### config.mk
export PLATFORM = sky130hd
export DESIGN_NAME = alu_shift_left_seq
export DESIGN_NICKNAME = d
export VERILOG_FILES = /design/src/rtl/alu_shift_pkg.sv /design/src/rtl/alu_shift_left_seq.sv
export SDC_FILE = /design/constraint.sdc
export NUM_CORES = 1
export LEC_CHECK = 0
export ABC_AREA = 1
export CAP_MARGIN = 0
export CORE_UTILIZATION = 40
export DETAILED_ROUTE_END_ITERATION = 10
export MAX_ROUTING_LAYER = met4
export PLACE_DENSITY = 0.74
export SYNTH_ARGS = -nofsm -noshare
export SYNTH_HDL_FRONTEND = slang
export SYNTH_SLANG_ARGS = --single-unit
### constraint.sdc
create_clock -name i_clk -period 1.8 [get_ports i_clk]
set_clock_uncertainty 0.2 [all_clocks]
set_input_delay 0.36 -clock i_clk [delete_from_list [all_inputs] [get_ports i_clk]]
set_output_delay 0.36 -clock i_clk [all_outputs]
set_load 0.005 [all_outputs]
### src/rtl/alu_shift_pkg.sv
// Shared types and default widths for the shift-unit family (left sequential, right combinational).
package alu_shift_pkg;

  localparam int DATA_W_DEF  = 32;
  localparam int SHAMT_W_DEF = 5;

  typedef enum logic [1:0] {
    ST_IDLE  = 2'd0,
    ST_SHIFT = 2'd1,
    ST_DONE  = 2'd2
  } state_e;

endpackage

### src/rtl/alu_shift_left_seq.sv
// Sequential logical left shifter: one bit per clock, single-cycle done pulse, back-to-back restarts.
// Optional macro ALU_SHL_ROTATE_EN adds i_rot to select rotate-left instead of zero fill.
module alu_shift_left_seq
  import alu_shift_pkg::*;
#(
  parameter int DATA_W  = DATA_W_DEF,
  parameter int SHAMT_W = SHAMT_W_DEF
) (
  input  logic               i_clk,
  input  logic               i_rst,
  input  logic               i_start,
  input  logic [DATA_W-1:0]  i_a,
  input  logic [SHAMT_W-1:0] i_b,
`ifdef ALU_SHL_ROTATE_EN
  input  logic               i_rot,
`endif
  output logic               o_busy,
  output logic               o_done,
  output logic [DATA_W-1:0]  o_sll
);

  state_e               state_q, state_d;
  logic [DATA_W-1:0]    data_q, data_d;
  logic [SHAMT_W-1:0]   cnt_q, cnt_d;
  logic                 busy_q, busy_d;
  logic                 done_q, done_d;
  logic                 fill_s;
`ifdef ALU_SHL_ROTATE_EN
  logic                 rot_q, rot_d;
`endif

  // Bit entering position 0 on each step: wrapped MSB when rotating, otherwise zero.
  always_comb begin
`ifdef ALU_SHL_ROTATE_EN
    if (rot_q) begin
      fill_s = data_q[DATA_W-1];
    end else begin
      fill_s = 1'b0;
    end
`else
    fill_s = 1'b0;
`endif
  end

  // Next-state and datapath update; starts are honoured only from IDLE or DONE.
  always_comb begin
    state_d = state_q;
    data_d  = data_q;
    cnt_d   = cnt_q;
`ifdef ALU_SHL_ROTATE_EN
    rot_d   = rot_q;
`endif
    case (state_q)
      ST_IDLE, ST_DONE: begin
        if (i_start) begin
          data_d = i_a;
          cnt_d  = i_b;
`ifdef ALU_SHL_ROTATE_EN
          rot_d  = i_rot;
`endif
          if (i_b == {SHAMT_W{1'b0}}) begin
            state_d = ST_DONE;
          end else begin
            state_d = ST_SHIFT;
          end
        end else begin
          state_d = ST_IDLE;
        end
      end
      ST_SHIFT: begin
        data_d = {data_q[DATA_W-2:0], fill_s};
        cnt_d  = cnt_q - SHAMT_W'(1);
        if (cnt_q == SHAMT_W'(1)) begin
          state_d = ST_DONE;
        end else begin
          state_d = ST_SHIFT;
        end
      end
      default: begin
        state_d = ST_IDLE;
      end
    endcase
    busy_d = (state_d == ST_SHIFT);
    done_d = (state_d == ST_DONE);
  end

  // State, datapath and output flags, cleared asynchronously by reset.
  always_ff @(posedge i_clk or posedge i_rst) begin
    if (i_rst) begin
      state_q <= ST_IDLE;
      data_q  <= {DATA_W{1'b0}};
      cnt_q   <= {SHAMT_W{1'b0}};
      busy_q  <= 1'b0;
      done_q  <= 1'b0;
`ifdef ALU_SHL_ROTATE_EN
      rot_q   <= 1'b0;
`endif
    end else begin
      state_q <= state_d;
      data_q  <= data_d;
      cnt_q   <= cnt_d;
      busy_q  <= busy_d;
      done_q  <= done_d;
`ifdef ALU_SHL_ROTATE_EN
      rot_q   <= rot_d;
`endif
    end
  end

  assign o_busy = busy_q;
  assign o_done = done_q;
  assign o_sll  = data_q;

endmodule

==> impl_metrics.yaml <==
flow_run:
  maxCapViolations: 0
critical_path:
  rr_startpoint: "state_q[1]$_DFF_PP0_"
  worstSetupStartpoint: "o_sll[16]$_DFFE_PP0P_"
  crit_path_end: "o_sll[16]"
  worst_setup_path_end_kind: "primary output"
  cp.arrival_ns: 1.19
  slowest_delay_ns: 0.52
  reg2reg_slack_ns: 0.31
  path_cells: "clkdlybuf4s50_1"
  slowest_stage: "clkdlybuf4s50_1"
  crit_cells: 1
  worstSetupPathType: "reg2out"
  crit_fanout: 3
  path_buf_inv: 1
  cp_data_required_time_ns: 1.24
  rr_endpoint: "o_sll[21]$_DFFE_PP0P_"
  path_delay_family: "buffers and inverters"
  critPathLaunchType: "flop"
  rr_worst_depth: 6
clock_network:
  clk_pin_slew_ns: 0.07
  htree_levels: 2
  cts_buffers: 5
  clk_path_buf_depth: 2
  clk_latency_ns: 0.28
  hold_buffers: 0
  cts_tree: "done"
  root_buffer: "clkbuf_8"
  clock-sinks: 41
drt:
  routed_wl_mm: 4.971
  antenna_left: 0
  num_vias: 1812
  drtIter0Drc: 156
  drc: 12
  drt-pass1-iter-count: 8
  wl_per_cell_um: 14.62
  viasPerCell: 5.329
timing:
  finalCritPeriodShare_pct: 97.43
  period_minus_slack_ns: 1.754
  drv_slew: 0
  setup_viol: 0
  finalHoldViolations: 0
  maxSlewHeadroom_pct: 83.16
  worst_pin_slew_ns: 0.2517
  fin_setup_tns_ns: 0
  grt_setup_unrepaired: "no"
  max_freq_mhz: 570.2
power_and_ir_drop:
  swShare_pct: 37.76
  vdd_drop_max_v: 0.0007673
  power_frac_comb_pct: 51.7
  p_clk_share_pct: 12.9
  p_leak_nw: 1.161
  internal_power_mw: 2.912
  p_total_mw: 4.678
  p_seq_share_pct: 35.4
  powerDensity_mw_per_mm2: 1666
  p_switching_mw: 1.767
floorplanning:
  core_area_mm2: 0.004444
  design.die.area_mm2: 0.004986
  rows: 24
  initial_core_util_pct: 42.37
  die_width_um: 70.61
  boundaryPins: 74
  dieHeight_um: 70.61
placed_design:
  dp_hpwl_mm: 3.349
  gp_congestion: 0.8210
  port_buffers: 73
  place_inst: 329
logic_synthesis:
  syn_avg_cell_area_um2: 9.053
  synth-seq-cells: 41
  yosys_warnings: 0
  syn_nets: 250
  syn_inst: 208
  ys_seq_area_share_pct: 54.49
  syn_area_mm2: 0.001883
  synthDistinctLibCells: 20
worst_hold_path:
  min_path_type: "in2async"
status:
  status: "finished, violations left"
  failed_checks: "DRC"
global_route:
  antenna_found_initial: 0
  grt_first_pass_wirelength_mm: 8.473
  overflow: 0
  gr-usage-all-layers_pct: 22.25
  grt_pass1_vias: 1742
  grt_max_degree: 42
final_layout:
  antennaDiodeCount: 0
  instances_no_fill: 340
  nNetsFinal: 330
  fillers: 383
  regArea_mm2: 0.001026
  area_growth_pct: 49.17
  drive_above_1_share_pct: 8.333
  multi_input_area_um2: 720.7
==> power by group through the flow <==
stage	clock, mW	combinational, mW	sequential (mW)
after floorplan	0	1.30	1.64
after global placement	0	2.28	1.67
after detailed placement	0	2.35	1.67
after CTS	0.625	2.36	1.66
after global routing	0.665	2.67	1.71
final	0.604	2.42	1.66
==> cell type report <==
cell class / instances / share of cell area [%]
Tap cell: 52 / 2.316
Multi-Input combinational cell: 142 / 25.66
Clock buffer: 7 / 3.074
Timing Repair Buffer: 86 / 30.82
Inverter: 12 / 1.604
Sequential cell: 41 / 36.53
==> flip-flops by register name, summed over array words and instances, names as in the netlist <==
name / cells
cnt_q: 5
o_busy: 1
o_done: 1
o_sll: 32
state_q: 2
==> cell usage after synthesis, drive strengths merged <==
| library cell | count | area [um^2] |
|---|---|---|
| o21ai | 6 | 30.02 |
| a21oi | 2 | 10.01 |
| nor3 | 29 | 145.1 |
| buf | 12 | 87.58 |
| nand2 | 28 | 127.6 |
| o22ai | 31 | 193.9 |
| nor2 | 36 | 135.1 |
| nand3 | 5 | 25.02 |
| dfrtp | 41 | 1026 |
| clkbuf | 1 | 3.750 |
| ha | 2 | 25.02 |
| o211ai | 2 | 20.02 |
| inv | 12 | 45.04 |
| xor2 | 1 | 8.760 |
==> cells in the final DEF (no fill, tap or decap) <==
| cell | synthesis | layout |
|---|---|---|
| clkdlybuf4s50_1 | 0 | 73 |
| dfrtp_1 | 41 | 41 |
| nor2_1 | 36 | 36 |
| o22ai_1 | 31 | 31 |
| nor3_1 | 29 | 29 |
| nand2_1 | 25 | 25 |
| inv_1 | 11 | 10 |
| buf_4 | 1 | 10 |
| clkbuf_8 | 0 | 6 |
| o21ai_0 | 5 | 5 |
| nand3_1 | 5 | 5 |
| nand2_4 | 3 | 3 |
| buf_12 | 0 | 3 |
| a21oi_1 | 2 | 2 |
| ha_1 | 2 | 2 |
| inv_2 | 1 | 1 |
| o211ai_1 | 1 | 1 |
| xor2_1 | 1 | 1 |
| o211ai_2 | 1 | 1 |
| o21ai_1 | 1 | 1 |
| clkinv_1 | 0 | 1 |
| clkbuf_1 | 1 | 1 |
==> per-layer routing <==
| metal | share of wire [%] | vias to the layer above | wire length (um) | global-route usage, % |
|---|---|---|---|---|
| met2 | 47 | 71 | 2326 | 31.39 |
| met4 | 1.3 | 0 | 65 | 5.778 |
| met1 | 46 | 856 | 2282 | 31.93 |
| met5 | 0 | - | 0 | - |
| met3 | 6.0 | 9 | 297 | 5.983 |
| li1 | - | 876 | - | - |
==> worst min-delay path, stage by stage <==
cell,delay (ns)
clkdlybuf4s50_1,0.41
clkinv_1,0.08
buf_12,0.23
==> repair_timing <==
action | CTS | global route
endpoints found under the setup margin | 0 | 3
resized for setup | 0 | 0
buffers inserted | 0 | 4
==> kinds of logic (layout without fill, tap and decap cells) <==
group / after synthesis / after routing / share of synthesized area [%]
simple gates: 98 / 98 / 22.99
compound gates: 41 / 41 / 13.49
flops: 41 / 41 / 54.48
buf+inv: 25 / 105 / 7.242
fa+ha+maj: 2 / 2 / 1.329
xor+xnor: 1 / 1 / 0.4652
==> through the flow <==
step           cell area (um^2)  hold WS, ns  util (%)  setup WS (ns)
2_1_floorplan              1883       0.2708         -         0.2940
3_3_place_gp               2693       0.2924     60.59        0.08059
3_5_place_dp               2693       0.2939     60.59        0.04746
4_1_cts                    2779       0.2193     62.53        0.03022
5_1_grt                    2809       0.2301     63.20       0.004268
6_report                   2809       0.2186     63.20        0.04622
==> worst min path at each step <==
stage	cells past startpoint	end	start	slack, ns
floorplan	2	cnt_q[4]$_DFFE_PP0P_	cnt_q[4]$_DFFE_PP0P_	0.27
global placement	2	cnt_q[4]$_DFFE_PP0P_	cnt_q[4]$_DFFE_PP0P_	0.29
detailed placement	2	cnt_q[4]$_DFFE_PP0P_	cnt_q[4]$_DFFE_PP0P_	0.29
CTS	3	o_sll[6]$_DFFE_PP0P_	i_rst	0.22
global route	3	state_q[1]$_DFF_PP0_	i_rst	0.23
finish	3	o_sll[6]$_DFFE_PP0P_	i_rst	0.22
Power figures use the tool's default switching activity.
==> edit (config.mk and constraints unchanged) <==
Put one more register stage on the output `o_sll`. The value now appears one clock later. The other outputs are not delayed to match.
--- a/src/rtl/alu_shift_left_seq.sv
+++ b/src/rtl/alu_shift_left_seq.sv
@@ -109,7 +109,9 @@
 
   assign o_busy = busy_q;
   assign o_done = done_q;
-  assign o_sll  = data_q;
+  always_ff @(posedge i_clk) begin
+    o_sll <= data_q;
+  end
 
 endmodule
 
Behaviour: not the same (a bounded check fails within 4 cycles, from zero or initial values and one cycle with i_rst high).
==> edit against the unedited design <==
Setup slack gained 0.0068 ns; clock power grew to 2.7 times the old value; non-clock buffer count shrank 4; design area grew 30%; sequential cell count grew 32; critical endpoint is now o_done; largest power group is now registers; synthesized area grew 39%; routed wire length grew 7.1%; power grew 46%.
==> edit: results (changes against the unedited design) <==
Synth
  • Async S/R FF share, synth: 56.2% (-44 points)
  • Top cells by area, synth: dfrtp_1, dfxtp_1, o22ai_1
  • Adder-cell share of the synthesized area: 0.958% (-0.37 points)
  • Post-synth top flop: dfrtp_1
  • Sequential share of the synthesized area: 63.8% (+9.3 points)
  • Gate Count Post-Synth: 245 (+18%)
  • Xor and xnor area share after synthesis: 0% (-0.47 points)
  • Syn_nets: 287 (+15%)
  • Compound-Gate Fraction of Synth Area: 9.82% (-3.7 points)
  • Most frequent cells after synthesis: dfrtp_1, nor2_1, dfxtp_1, o22ai_1, nand2_1

Global routing
  • GR Util met1: 22.0% (-9.9 points)
  • Met3 usage: 4.57% (-1.4 points)
  • First-pass GRT wire length: 8910 um (+5.1%)
  • Total GRT Usage: 17.0% (-5.3 points)
  • Vias in the first global route: 1,855 (+6.5%)

Clocking
  • Worst-skew pair later-pin latency: 0.34 ns (+0.06 ns)
  • H-tree depth reported by CTS: 3 (+1)

Route
  • Detailed Route Iter0 Violations: 85 (-46%)
  • Met3 WL: 262 um (-12%)
  • Wire length on met2: 2640 um (+14%)
  • Routed vias/inst: 5.04 (-5.5%)
  • Avg WL per Cell: 13.1 um (-10%)
  • Met1 WL: 2330 um (+2.0%)

Final layout
  • Final nets: 366 (+11%)
  • Layout cells sized above 1: 12.2% (+3.8 points)
  • Non-filler cells in the finished layout: 406 (+19%)

Critical path
  • CP startpoint: o_done$_DFF_PP0_
  • Worst Setup EP: o_done
  • Worst r2r dst: cnt_q[4]$_DFFE_PP0P_
  • Worst R2R Path Depth: 6 (unchanged)
  • Flop-to-flop setup slack: 0.25 ns (-0.06 ns)

Outcome
  • Status: completed

Timing
  • Worst Max-Slew Pin Slew: 0.410 ns (+0.159 ns)

Place
  • Placer Congestion: 0.847 (+3.1%)
  • Dpl hpwl: 3690 um (+10%)
  • Cells after DPL: 390 (+19%)
==> edit: cell count changes after synthesis, sizes merged <==
cell    delta
buf        +2
a21oi      +2
nor2       +1
o21ai      +2
nor3       -2
clkbuf     -1
inv        +2
xor2       -1
dfxtp     +32
o22ai      -2
nand3      +2
==> edit: power breakdown <==
group	switching, mW	leakage, nW	total [mW]	internal [mW]
sequential	0.384	0.725	2.75	2.37
combinational	1.17	0.643	2.39	1.22
clock	0.597	0.133	1.66	1.06
==> edit: area by class of cell <==
class / count / area, um^2
inverter: 14 / 55.1
clock buffer: 9 / 124
sequential: 73 / 1670
tap: 77 / 96.3
fill: 557 / 2650
timing repair buffer: 82 / 823
multi-input combinational: 144 / 753
clock inverter: 7 / 143
==> edit: metrics by stage <==
stage	setup slack, ns	hold slack, ns	cell area (um^2)
6_report	0.0530	0.157	3660
5_1_grt	0.0138	0.177	3660
4_1_cts	0.0299	0.159	3660
3_5_place_dp	0.0654	0.176	3390
3_3_place_gp	0.0848	0.165	3390
2_1_floorplan	0.294	0.148	2610
